### src/rtl/log_lane_scheduler.sv
// Log lane scheduler: owns the per-lane speed dividers, rescales them on a
// level change (one lane per cycle) and issues one-cycle move ticks per lane.
//
// Handshake: level_load is a single-cycle pulse. It is accepted in every
// state and takes priority over everything else. busy is high for the
// six cycles that follow while the dividers are rewritten. There is no
// ready/valid back-pressure: the caller watches busy and running.
module log_lane_scheduler #(
    parameter int         NUM_LANES   = 6,
    parameter int         DIV_W       = 24,
    parameter int         BASE_DIV0   = 200000,
    parameter int         BASE_DIV1   = 90000,
    parameter int         BASE_DIV2   = 275000,
    parameter int         BASE_DIV3   = 190000,
    parameter int         BASE_DIV4   = 350000,
    parameter int         BASE_DIV5   = 150000,
    parameter logic [5:0] DIR_MASK    = 6'b100110,
    parameter int         SCALE_SHIFT = 4,
    parameter int         MAX_LEVEL   = 8,
    parameter int         MIN_DIV     = 1000
) (
    input  logic                 clk,
    input  logic                 reset_n,
    input  logic [3:0]           level,
    input  logic                 level_load,
    input  logic                 run_en,
    input  logic                 pause,
    output logic [NUM_LANES-1:0] tick,
    output logic [NUM_LANES-1:0] dir,
    output logic                 busy,
    output logic                 running,
    output logic [3:0]           cur_level,
    input  logic [2:0]           div_rd_sel,
    output logic [DIV_W-1:0]     div_rd_data
);

    // Divider arithmetic is carried out with 4 guard bits.
    localparam int EXT_W = DIV_W + 4;

    localparam logic [DIV_W-1:0] BASE_DIV [NUM_LANES] = '{
        DIV_W'(BASE_DIV0), DIV_W'(BASE_DIV1), DIV_W'(BASE_DIV2),
        DIV_W'(BASE_DIV3), DIV_W'(BASE_DIV4), DIV_W'(BASE_DIV5)
    };

    localparam logic [2:0] LAST_IDX = 3'(NUM_LANES - 1);

    typedef enum logic [1:0] {
        IDLE  = 2'd0,
        LOAD  = 2'd1,
        RUN   = 2'd2,
        PAUSE = 2'd3
    } state_t;

    state_t               state;
    logic [2:0]           load_idx;
    logic [DIV_W-1:0]     eff_div [NUM_LANES];
    logic [DIV_W-1:0]     cnt     [NUM_LANES];
    logic [NUM_LANES-1:0] term;
    logic [EXT_W-1:0]     base_ext;
    logic [EXT_W-1:0]     step_ext;
    logic [EXT_W-1:0]     d_ext;
    logic [EXT_W-1:0]     new_div;

    // Requested levels above MAX_LEVEL scale as MAX_LEVEL.
    function automatic logic [3:0] clamp_level(input logic [3:0] l);
        if (int'(l) > MAX_LEVEL) begin
            return 4'(MAX_LEVEL);
        end
        return l;
    endfunction

    assign dir = DIR_MASK;

    // Scaled divider for the lane currently being rewritten, floored at MIN_DIV.
    always_comb begin
        base_ext = EXT_W'(BASE_DIV[load_idx]);
        step_ext = base_ext >> SCALE_SHIFT;
        d_ext    = base_ext - step_ext * EXT_W'(cur_level);
        new_div  = (d_ext < EXT_W'(MIN_DIV)) ? EXT_W'(MIN_DIV) : d_ext;
    end

    // Terminal count per lane: the counter wraps after eff_div cycles.
    always_comb begin
        term = '0;
        for (int i = 0; i < NUM_LANES; i++) begin
            term[i] = (cnt[i] == eff_div[i] - DIV_W'(1));
        end
    end

    // Divider readback; lane numbers past the last lane read as zero.
    always_comb begin
        div_rd_data = '0;
        if (int'(div_rd_sel) < NUM_LANES) begin
            div_rd_data = eff_div[div_rd_sel];
        end
    end

    // Sequencer: state, dividers, lane counters and registered outputs.
    always_ff @(posedge clk or negedge reset_n) begin
        if (!reset_n) begin
            state     <= IDLE;
            tick      <= '0;
            busy      <= 1'b0;
            running   <= 1'b0;
            cur_level <= 4'd0;
            load_idx  <= 3'd0;
            for (int i = 0; i < NUM_LANES; i++) begin
                eff_div[i] <= BASE_DIV[i];
                cnt[i]     <= '0;
            end
        end else begin
            // Ticks and status only survive a cycle when restated below.
            tick    <= '0;
            busy    <= 1'b0;
            running <= 1'b0;
            if (level_load) begin
                // A new level always restarts the rewrite from lane 0.
                state     <= LOAD;
                busy      <= 1'b1;
                cur_level <= clamp_level(level);
                load_idx  <= 3'd0;
                for (int i = 0; i < NUM_LANES; i++) begin
                    cnt[i] <= '0;
                end
            end else begin
                case (state)
                    IDLE: begin
                        if (run_en) begin
                            state   <= RUN;
                            running <= 1'b1;
                        end
                    end
                    LOAD: begin
                        eff_div[load_idx] <= new_div[DIV_W-1:0];
                        if (load_idx == LAST_IDX) begin
                            load_idx <= 3'd0;
                            if (run_en) begin
                                state   <= RUN;
                                running <= 1'b1;
                            end else begin
                                state <= IDLE;
                            end
                        end else begin
                            load_idx <= load_idx + 3'd1;
                            busy     <= 1'b1;
                        end
                    end
                    RUN: begin
                        if (!run_en) begin
                            state <= IDLE;
                            for (int i = 0; i < NUM_LANES; i++) begin
                                cnt[i] <= '0;
                            end
                        end else if (pause) begin
                            // Counters hold so the resumed period is not cut short.
                            state <= PAUSE;
                        end else begin
                            running <= 1'b1;
                            for (int i = 0; i < NUM_LANES; i++) begin
                                if (term[i]) begin
                                    cnt[i]  <= '0;
                                    tick[i] <= 1'b1;
                                end else begin
                                    cnt[i] <= cnt[i] + DIV_W'(1);
                                end
                            end
                        end
                    end
                    PAUSE: begin
                        if (!run_en) begin
                            state <= IDLE;
                            for (int i = 0; i < NUM_LANES; i++) begin
                                cnt[i] <= '0;
                            end
                        end else if (!pause) begin
                            state   <= RUN;
                            running <= 1'b1;
                        end
                    end
                    default: begin
                        state <= IDLE;
                    end
                endcase
            end
        end
    end

endmodule

### config.mk
export PLATFORM = sky130hd
export DESIGN_NAME = log_lane_scheduler
export DESIGN_NICKNAME = d
export VERILOG_FILES = /design/src/rtl/log_lane_scheduler.sv
export SDC_FILE = /design/constraint.sdc
export NUM_CORES = 1
export LEC_CHECK = 0
export ABC_AREA = 1
export CAP_MARGIN = 20
export CORE_ASPECT_RATIO = 1.75
export CORE_MARGIN = 2
export CORE_UTILIZATION = 45
export DETAILED_ROUTE_END_ITERATION = 10
export HOLD_SLACK_MARGIN = 0.03
export SLEW_MARGIN = 10
export SYNTH_ARGS = -nofsm -noshare
export SYNTH_HDL_FRONTEND = slang
export SYNTH_SLANG_ARGS = --single-unit
### constraint.sdc
create_clock -name clk -period 8.3 [get_ports clk]
set_clock_uncertainty 0.15 [all_clocks]
set_input_delay 1.66 -clock clk [delete_from_list [all_inputs] [get_ports clk]]
set_output_delay 1.66 -clock clk [all_outputs]
set_load 0.02 [all_outputs]
# Word-level counts from Yosys, hierarchy flattened
# Memories as Yosys holds them, arrays and structs flattened.
# Cells that the tools add are included.
# totals
output_inout_bits	42
regBits	305
rom_bits	192
memories	1
word_cells	123
# classes
n_eq_ne	16
magnitude_cmp	6
reduce_logical	8
mul	1
add_sub_neg	14
muxes	56
bitwise	3
# memory_table
memory	words	width	read_ports	rd_ports_with_merged_regs	write_ports	line	text
(name not given)	8	24	1	0	0	76	base_ext = EXT_W'(BASE_DIV[load_idx]);
# op_table
operator	count
$mux W144	4
$mux W24	13
$pmux W144 S2	1
$add A24 B1 Y24 const B	6
$bwmux W144	1
$eq A24 B24 Y1	6
$sub A24 B1 Y24 const B	6
$bmux W24 S3	1
$demux W24 S3	1
$lt A28 B10 Y1 const B	1
$sub A24 B24 Y25	1
$mul A20 B4 Y24	1
$mux W6	4
$mux W1	16
$mux W2	8
$ne A4 B4 Y1 const B	3
$mux W3	3
$ne A3 B3 Y1 const B	3
$ge A4 B4 Y1 const B	2
$mux W4	2
$not A3 Y4	2
$pmux W2 S4	1
$eq A2 B2 Y1 const B	2
$gt A4 B4 Y1 const B	1
15 further kinds	15

# Logic depth before layout (Yosys ltp)
# Gate-level depths: netlist of the first run.
# logic_depth
depth_word	9
mapped_depth	28
mapped_depth_nobuf	27

# Worst setup path after synthesis of the first run
# Ideal clock, no wire load.
# synth_path
path_type	reg2reg
start	reg load_idx[0]
end	reg eff_div[56] (netlist bit)
path_stages_with_launch	26
path_slack_ns	3.412
arrival_time_ns	4.673
path_buffers	1
required_time_ns	8.084
setup_ns	0.066
cell_sequence	dfrtp_1 inv_1 ha_1 o21ai_0 inv_1 nor2_1 fa_1 fa_1 inv_1 fa_1 ha_1 nand2_1 nor2_1 inv_2 nor2_1 nor2_1 nand2_1 nand2_1 nand2_1 nand2_1 nor2_1 nand3_2 buf_6 nand2_4 nand2_1 nand2_1
# synth_via
elab_chain_len	9
word_cells_on_any_way	14
# synth_rtl
element	line	text
from (decl)	55	logic [2:0] load_idx;
from (signal assigned)	144	load_idx <= load_idx + 3'd1;
$not A3 Y4 (not written as such) (*)	76, 134	
$mem_v2 Z8 W24	n/a	
$mux W24 (not written as such) (2 in series)	76	
$mul A20 B4 Y24	78	d_ext = base_ext - step_ext * EXT_W'(cur_level);
$sub A24 B24 Y25	78	
$lt A28 B10 Y1	79	new_div = (d_ext < EXT_W'(MIN_DIV)) ? EXT_W'(MIN_DIV) : d_ext;
$mux W24	79	
$bwmux W144 (*)	134	eff_div[load_idx] <= new_div[DIV_W-1:0];
to (signal, indexed assignment)	108	eff_div[i] <= BASE_DIV[i];
to (signal, indexed assignment)	134	
to (decl)	56	logic [DIV_W-1:0] eff_div [NUM_LANES];
# Mark *: on every way between the ends. The rest lies on a longest branch, timed or not. The select of a mux whose other input is x is not followed.
# A chain may end at the register's enable or synchronous reset.

# Worst setup path after layout of the first run
# layout_path
start	reg load_idx[0]
end	reg eff_div[123] (netlist bit)
# Same word-level chain as after synthesis.

==> summary.md, run 1 <==
| Metric | Value |
|---|---|
| Status | `completed` |
| GRT met1 Usage | `0.331` |
| Post-Synthesis Cell Area | `around 26,000 sq um` |
| DRT Wirelength | `87.7 mm` |
| Most frequent cells in the layout | `nand2_1 (1,303), inv_1 (451), nor2_1 (428), nand3_1 (281), dfrtp_1 (258)` |
| Ranking of synthesized cells by area | `dfrtp_1 (25%), nand2_1 (19%), inv_1 (6.5%)` |
| Final #Nets | `4,025` |
| Gr busiest metal | `met2` |
| Initial DRC count | `1,678` |
| Endpoint class of the critical path | `flop` |
| Total Routing Usage GR | `0.299` |
| Diode count | `0` |
| Rows | `116` |
| CP cell instances | `inv_1 > ha_1 > o21ai_0 > inv_1 > nand2_1 > fa_1 > inv_1 > fa_1 > inv_1 > fa_1 > ha_1 > nand2_1 > inv_1 > a21oi_1 > nand2_1 > xor2_1 > buf_4 > nor2_1 > nand2_1 > nor2_1 > nand3_2 > nand2_4 > nand2_1 > nand2_1` |
| Routed Antenna Nets | `0` |
| Area leader, netlist | `dfrtp_1` |
| Commonest non-fill, non-tap cell in the layout | `nand2_1` |
| Post-synth ARST share | `1.00` |
| Overall die area | `59,500 sq um` |
| First-pass GRT wire length | `137 mm` |
| Finished layout cell area | `28,100 sq um` |
| Die height | `about 320 um` |
| Ys Warns | `0` |
| Sequential area share after synthesis | `0.297` |
| CTS Buf Count | `35` |
| Setup bufs post-CTS | `0` |
| CP delay by family, top | `simple AND/OR/NAND/NOR gates` |
| Gpl congestion | `approximately 0.94` |
| Cells after synthesis | `3,945` |
| Simple-Gate Fraction of Synth Area | `0.391` |
| Fmax | `0.151 GHz` |
| Final setup violation count | `0` |
| Number of antenna violations at the first check in global routing | `0` |
| Arr. time, crit path | `6990 ps` |
| Layout Utilization | `0.493` |
| WS Path Type | `flop to flop` |
| CTS Sinks | `305` |
| Setup TNS | `0 ps` |
| Slowest stage cell, crit path | `nand3_2` |
| Ports | `54` |
| Startpoint types | `flop` |
| Vias/cell | `roughly 5.3` |
| WL/cell | `18.6 um` |
| Grt total ovfl | `0` |
| Horiz. Die Dim | `approximately 190 um` |
| Yosys top cell area share | `0.250` |
| Htree depth | `2` |
| Area post-placement | `26,900 sq um` |
| Area grow syn2layout | `8.71%` |
| Core box area | `57,000 sq um` |
| Fillers | `slightly below 6,000` |
| Met2 Usage GRT | `0.538` |
| Starting density of the core | `0.454` |
| Syn Area/Cell | `~6.6 sq um` |
| Crit path largest cell delay | `between 700 and 800 ps` |
| Prevailing post-synth register cell | `dfrtp_1` |
| DRC | `0` |
| Hold Fails Final Rpt | `0` |
| Vias in the first global route | `24,527` |
| GR met3 Demand/Resource | `0.0323` |
| Max VDD drop | `about 230 uV` |
| Share of cells above drive strength 1 | `0.0698` |
| Final worst slack | `1660 ps` |
| Slew headroom | `0.252` |
| Max-cap viol count | `0` |
| Worst Path Buf+Inv | `6` |
| Post-synth EDFFs | `0` |
| Hold Buf Count CTS | `0` |
| Mux contribution to synthesized area | `0` |
| TritonCTS clock tree | `built` |
| DP Worst Slack | `~1700 ps` |
| Yosys reg bits | `just over 300` |
| Post-layout min period | `6640 ps` |
| Leakage | `13.9 nW` |
| Unique masters post-synth | `64` |
| Critical path required time | `8650 ps` |
| RSZ-0062 raised after global routing | `false` |
| Pre-antenna DRT Iters | `6` |
| Tcrit/Tclk final | `0.800` |
| Worst Hold Class | `flop to flop` |
| Xor and xnor area share after synthesis | `0.0886` |
| Post-CTS resize count | `0` |
| Worst Path Max Fanout | `30` |
| Pin count of the biggest net entering global routing | `138` |
| Most common cell on crit path | `nand2_1` |
| Largest family of logic cells by synthesized area | `simple AND/OR/NAND/NOR gates` |
| Worst-Margin Slew | `1120 ps` |
| Vias | `25,117` |
| CTS clock-pin slew for the worst setup and hold paths | `60 ps` |
| Slew Limit Fails | `0` |
| Post-synthesis adder-cell area fraction | `0.0530` |
| Clock latency at the later pin of the worst-skew pair | `about 600 ps` |
| Pwr Density | `around 370 nW/um^2` |
| Synth Area in Compound Gates | `0.0774` |
| Root Driver | `clkbuf_16` |
| Max clock buf depth | `3` |
| PortBufs | `47` |
| Hpwl dp | `67.6 mm` |
-- cell type report --
cell class | count | area (sq um) | share of cell area
Multi-Input combinational cell | 3040 | 15800 | 0.563
Inverter | 481 | 1810 | 0.0644
Tap cell | 767 | 960 | 0.0341
Clock buffer | 52 | 1040 | 0.0370
Clock inverter | 12 | 150 | 0.00534
Sequential cell | 305 | 7690 | 0.273
Timing Repair Buffer | 65 | 633 | 0.0225
-- per-layer routing --
layer	up-vias	routed length, um
li1	12411	-
met1	11773	32800
met2	656	44900
met3	277	3640
met4	0	6320
met5	-	0
-- kinds of logic after synthesis --
kind of cell	after synthesis
AOI/OAI and AO/OA	358
xor gates and xnor gates	256
adders and majority gates	85
buffers and inverters	604
DFF	305
other	2
and+or+nand+nor	2335
-- metrics by stage --
step                      instances  hold slack (ps)  total power (W)
final                          4722              350           0.0104
after global routing           4722              387           0.0113
after CTS                      4722              353           0.0104
after detailed placement       4658              344          0.00869
after global placement         4657              340          0.00862
after floorplan                3949              320          0.00664
-- Yosys cell counts, drive strengths merged, types with 2 or more instances --
cell type  instances
o21bai            14
nand3            293
o32ai              6
ha                44
o21ai            212
nor3b              8
fa                41
clkinv             9
a31o               2
o31ai              2
xnor2             75
and3               6
conb               2
o211ai            29
o211a              2
clkbuf            89
buf               34
nand2           1341
xnor3              2
nand4             69
o22ai              2
a31oi             13
xor2             178
nor2             480
nand3b            31
or2               12
inv              472
nor3              73
dfrtp            258
a21oi             65
dfstp             47
nor4              20
a21o               2
-- worst register-to-register path: cells and delay by family, from the launching register on --
| family | cells | cell delay, ps |
|---|---|---|
| AOI/OAI and AO/OA | 2 | 680 |
| xor gates and xnor gates | 1 | 290 |
| adders and majority gates | 5 | 1890 |
| buffers and inverters | 6 | 1010 |
| DFF | 1 | 510 |
| and+or+nand+nor | 10 | 2030 |
-- worst paths after layout --
check,from,to,slack (ps),depth (start not counted)
worst max-delay path,load_idx[0],eff_div[123],1660,24
worst min-delay path,eff_div[52],eff_div[52],350,2
worst max register to register,load_idx[0],eff_div[123],1660,24
worst min register to register,eff_div[52],eff_div[52],350,2
max in group asynchronous,reset_n,cnt[10],5910,2
min in group asynchronous,reset_n,cnt[75],870,1
-- flip-flops by register name, summed over array words and instances, names as in the netlist --
register and count:
cnt 144, load_idx 3, tick 6, cur_level 4, running 1, eff_div 144, busy 1, state 2
-- where the power goes --
part	switching (W)	internal [W]	total (W)	leakage (nW)
Sequential	0.000635	0.00182	0.00245	3.95
Clock	0.000702	0.000966	0.00167	0.592
Combinational	0.00431	0.00194	0.00625	9.32
Total	0.00565	0.00472	0.0104	13.9
Power figures use the tool's default switching activity.
==> inputs of run 2 (changes only) <==
- clock period: 8.3 -> 6.3 ns (I/O delays scaled with it)
==> run 2 against run 1 <==
Sequential share of layout area is 0.088 points lower. Total power grew 32%. Global-route usage shrank 0.68 points. First-iteration DRC count rose by 1.6%. Combinational power increased by 33%. Register-to-register slack worse by 1100 ps. Final area increased by 0.32%. Non-clock buffer count is 10 higher. Sequential cell count unchanged. Utilization rose by 0.16 points. Die area unchanged. Highest routed layer unchanged.
==> summary.md, run 2 (synthesized netlist as in run 1, its figures left out) <==
| Metric | Value |
|---|---|
| Status | `completed (unchanged)` |
| Arr. time, crit path | `6010 ps (was 6990 ps)` |
| Largest registers | `cnt: 144 flops, eff_div: 144 flops, tick: 6 flops (unchanged)` |
| Internal reg-to-reg setup slack | `570 ps (was 1660 ps)` |
| RSZ-0062 raised after global routing | `false (unchanged)` |
| Hold Startpoint | `eff_div[34] (was eff_div[52])` |
| Slew headroom | `0.318 (was 0.252)` |
| Area of the multi-input gates | `15,800 sq um (unchanged)` |
| DRC | `0 (unchanged)` |
| Overall die area | `59,500 sq um (unchanged)` |
| Finished layout cell area | `28,200 sq um (was 28,100 sq um)` |
| Worst Path Max Fanout | `30 (unchanged)` |
| Setup TNS | `0 ps (unchanged)` |
| Critical path required time | `6580 ps (was 8650 ps)` |
| Max VDD drop | `408 uV (was 231 uV)` |
| Setup bufs post-CTS | `0 (unchanged)` |
| Routed Antenna Nets | `0 (unchanged)` |
| Area grow syn2layout | `9.07% (was 8.71%)` |
| Tcrit/Tclk final | `0.910 (was 0.800)` |
| Pin count of the biggest net entering global routing | `136 (was 138)` |
| Die height | `321 um (unchanged)` |
| Final #Nets | `4,035 (was 4,025)` |
| Rows | `116 (unchanged)` |
| Hold Buf Count CTS | `0 (unchanged)` |
| Post-layout min period | `5730 ps (was 6640 ps)` |
| Post-CTS resize count | `0 (unchanged)` |
| PortBufs | `47 (unchanged)` |
| CTS Buf Count | `35 (unchanged)` |
| Share of cells above drive strength 1 | `0.0721 (was 0.0698)` |
| Worst-Margin Slew | `1020 ps (was 1120 ps)` |
| First-pass GRT wire length | `135 mm (was 137 mm)` |
| Startpoint types | `flop (unchanged)` |
| Final setup violation count | `0 (unchanged)` |
| Fillers | `6,016 (was 5,956)` |
| Core box area | `57,000 sq um (unchanged)` |
| Most frequent cells in the layout | `nand2_1 (1,303), inv_1 (451), nor2_1 (428), nand3_1 (281), dfrtp_1 (258) (unchanged)` |
| Starting density of the core | `0.454 (unchanged)` |
| Pre-antenna DRT Iters | `7 (was 6)` |
| Pwr Density | `486 nW/um^2 (was 369 nW/um^2)` |
| Clock latency at the later pin of the worst-skew pair | `550 ps (was 590 ps)` |
| Sequential Area | `7690 sq um (unchanged)` |
| Max clock buf depth | `3 (unchanged)` |
| Max-cap viol count | `0 (unchanged)` |
| Grt total ovfl | `0 (unchanged)` |
| Vias | `25,094 (was 25,117)` |
| Critical path destination | `eff_div[51] (was eff_div[123])` |
| WL/cell | `18.1 um (was 18.6 um)` |
| Endpoint class of the critical path | `flop (unchanged)` |
| Htree depth | `2 (unchanged)` |
| Total Routing Usage GR | `0.292 (was 0.299)` |
| Initial DRC count | `1,705 (was 1,678)` |
| Horiz. Die Dim | `185 um (unchanged)` |
| Leakage | `13.9 nW (about the same)` |
| Area post-placement | `27,000 sq um (was 26,900 sq um)` |
| CTS Sinks | `305 (unchanged)` |
| Vias/cell | `5.30 (was 5.32)` |
| Vias in the first global route | `24,574 (was 24,527)` |
| Number of antenna violations at the first check in global routing | `0 (unchanged)` |
| Ports | `54 (unchanged)` |
| Root Driver | `clkbuf_16 (unchanged)` |
| Hpwl dp | `66.0 mm (was 67.6 mm)` |
| Reg2reg path depth | `27 (was 24)` |
| Commonest non-fill, non-tap cell in the layout | `nand2_1 (unchanged)` |
| TritonCTS clock tree | `built (unchanged)` |
| Critical Path Start | `load_idx[0] (unchanged)` |
| Hold depth | `2 (unchanged)` |
| DRT Wirelength | `85.8 mm (was 87.7 mm)` |
| WS Path Type | `flop to flop (unchanged)` |
| Slew Limit Fails | `0 (unchanged)` |
| Reg-to-Reg End | `eff_div[51] (was eff_div[123])` |
| Fmax | `0.174 GHz (was 0.151 GHz)` |
| Hold Fails Final Rpt | `0 (unchanged)` |
| RR Startpoint | `load_idx[0] (unchanged)` |
| Diode count | `0 (unchanged)` |
| Worst Hold Class | `flop to flop (unchanged)` |
| Gpl congestion | `0.941 (was 0.940)` |
| CTS clock-pin slew for the worst setup and hold paths | `60 ps (about the same)` |
-- run 2: cell types whose count changed in the layout (fill, tap and decap cells not counted) --
cell        delta
clkinvlp_4     +2
inv_6          -3
clkinv_2       +2
clkbuf_8       -3
clkbuf_16      +2
buf_12         +1
clkbuf_1       -1
buf_4          +9
-- run 2: report_power, final --
part           leakage (nW)  total (W)  internal [W]  switching, W
Sequential             3.95    0.00319       0.00240      0.000798
Combinational          9.38    0.00832       0.00264       0.00568
Clock                 0.588    0.00219       0.00128      0.000907
Total                  13.9     0.0137       0.00632       0.00739
-- run 2: metal layers --
layer  up-vias  global-route usage  share of wire
met5         -                   0              0
met1     11847               0.331           0.38
met2       596               0.531           0.52
met3       226              0.0252          0.035
met4         0               0.168          0.065
li1      12425                   -              -
-- run 2: per-stage QoR --
stage,cells,hold WS [ps],setup WS [ps],utilization,total power (W)
after floorplan,3949,320,1410,-,0.00875
after global placement,4668,347,665,0.474,0.0114
after detailed placement,4668,346,587,0.474,0.0115
after CTS,4731,357,564,0.495,0.0137
after global routing,4731,374,63.0,0.495,0.0148
final,4731,357,568,0.495,0.0137
-- run 2: layout make-up --
cell class,count,share of cell area
repair buffers,75,0.0255
clock buffers,50,0.0370
inverters,481,0.0642
multi-input cells,3040,0.561
well taps,767,0.0340
flip-flops and latches,305,0.273
clock inverters,13,0.00528
-- run 2: critical path: stages, from the launching register on --
cell and delay [ps]:
dfrtp_1 530, inv_1 220, ha_1 240, nand2_1 130
inv_1 100, nor2_1 350, nand2_1 140, fa_1 520
inv_1 50, fa_1 520, inv_1 50, fa_1 450
ha_1 360, nand2_1 130, inv_1 50, a21oi_1 130
nand2_1 100, nand2_1 120, nand2_1 110, nand2_1 80
nand2_2 150, nand2_1 110, nor2_1 50, nand3_2 80
buf_4 430, nand2_4 120, nand2_1 80, nand2_1 50
-- run 2: worst min path at each step --
| stage | to | slack [ps] |
|---|---|---|
| 6_report | eff_div[34] | 360 |
| 5_1_grt | eff_div[34] | 370 |
| 4_1_cts | eff_div[52] | 360 |
| 3_5_place_dp | cnt[102] | 350 |
| 3_3_place_gp | cnt[102] | 350 |
| 2_1_floorplan | eff_div[52] | 320 |
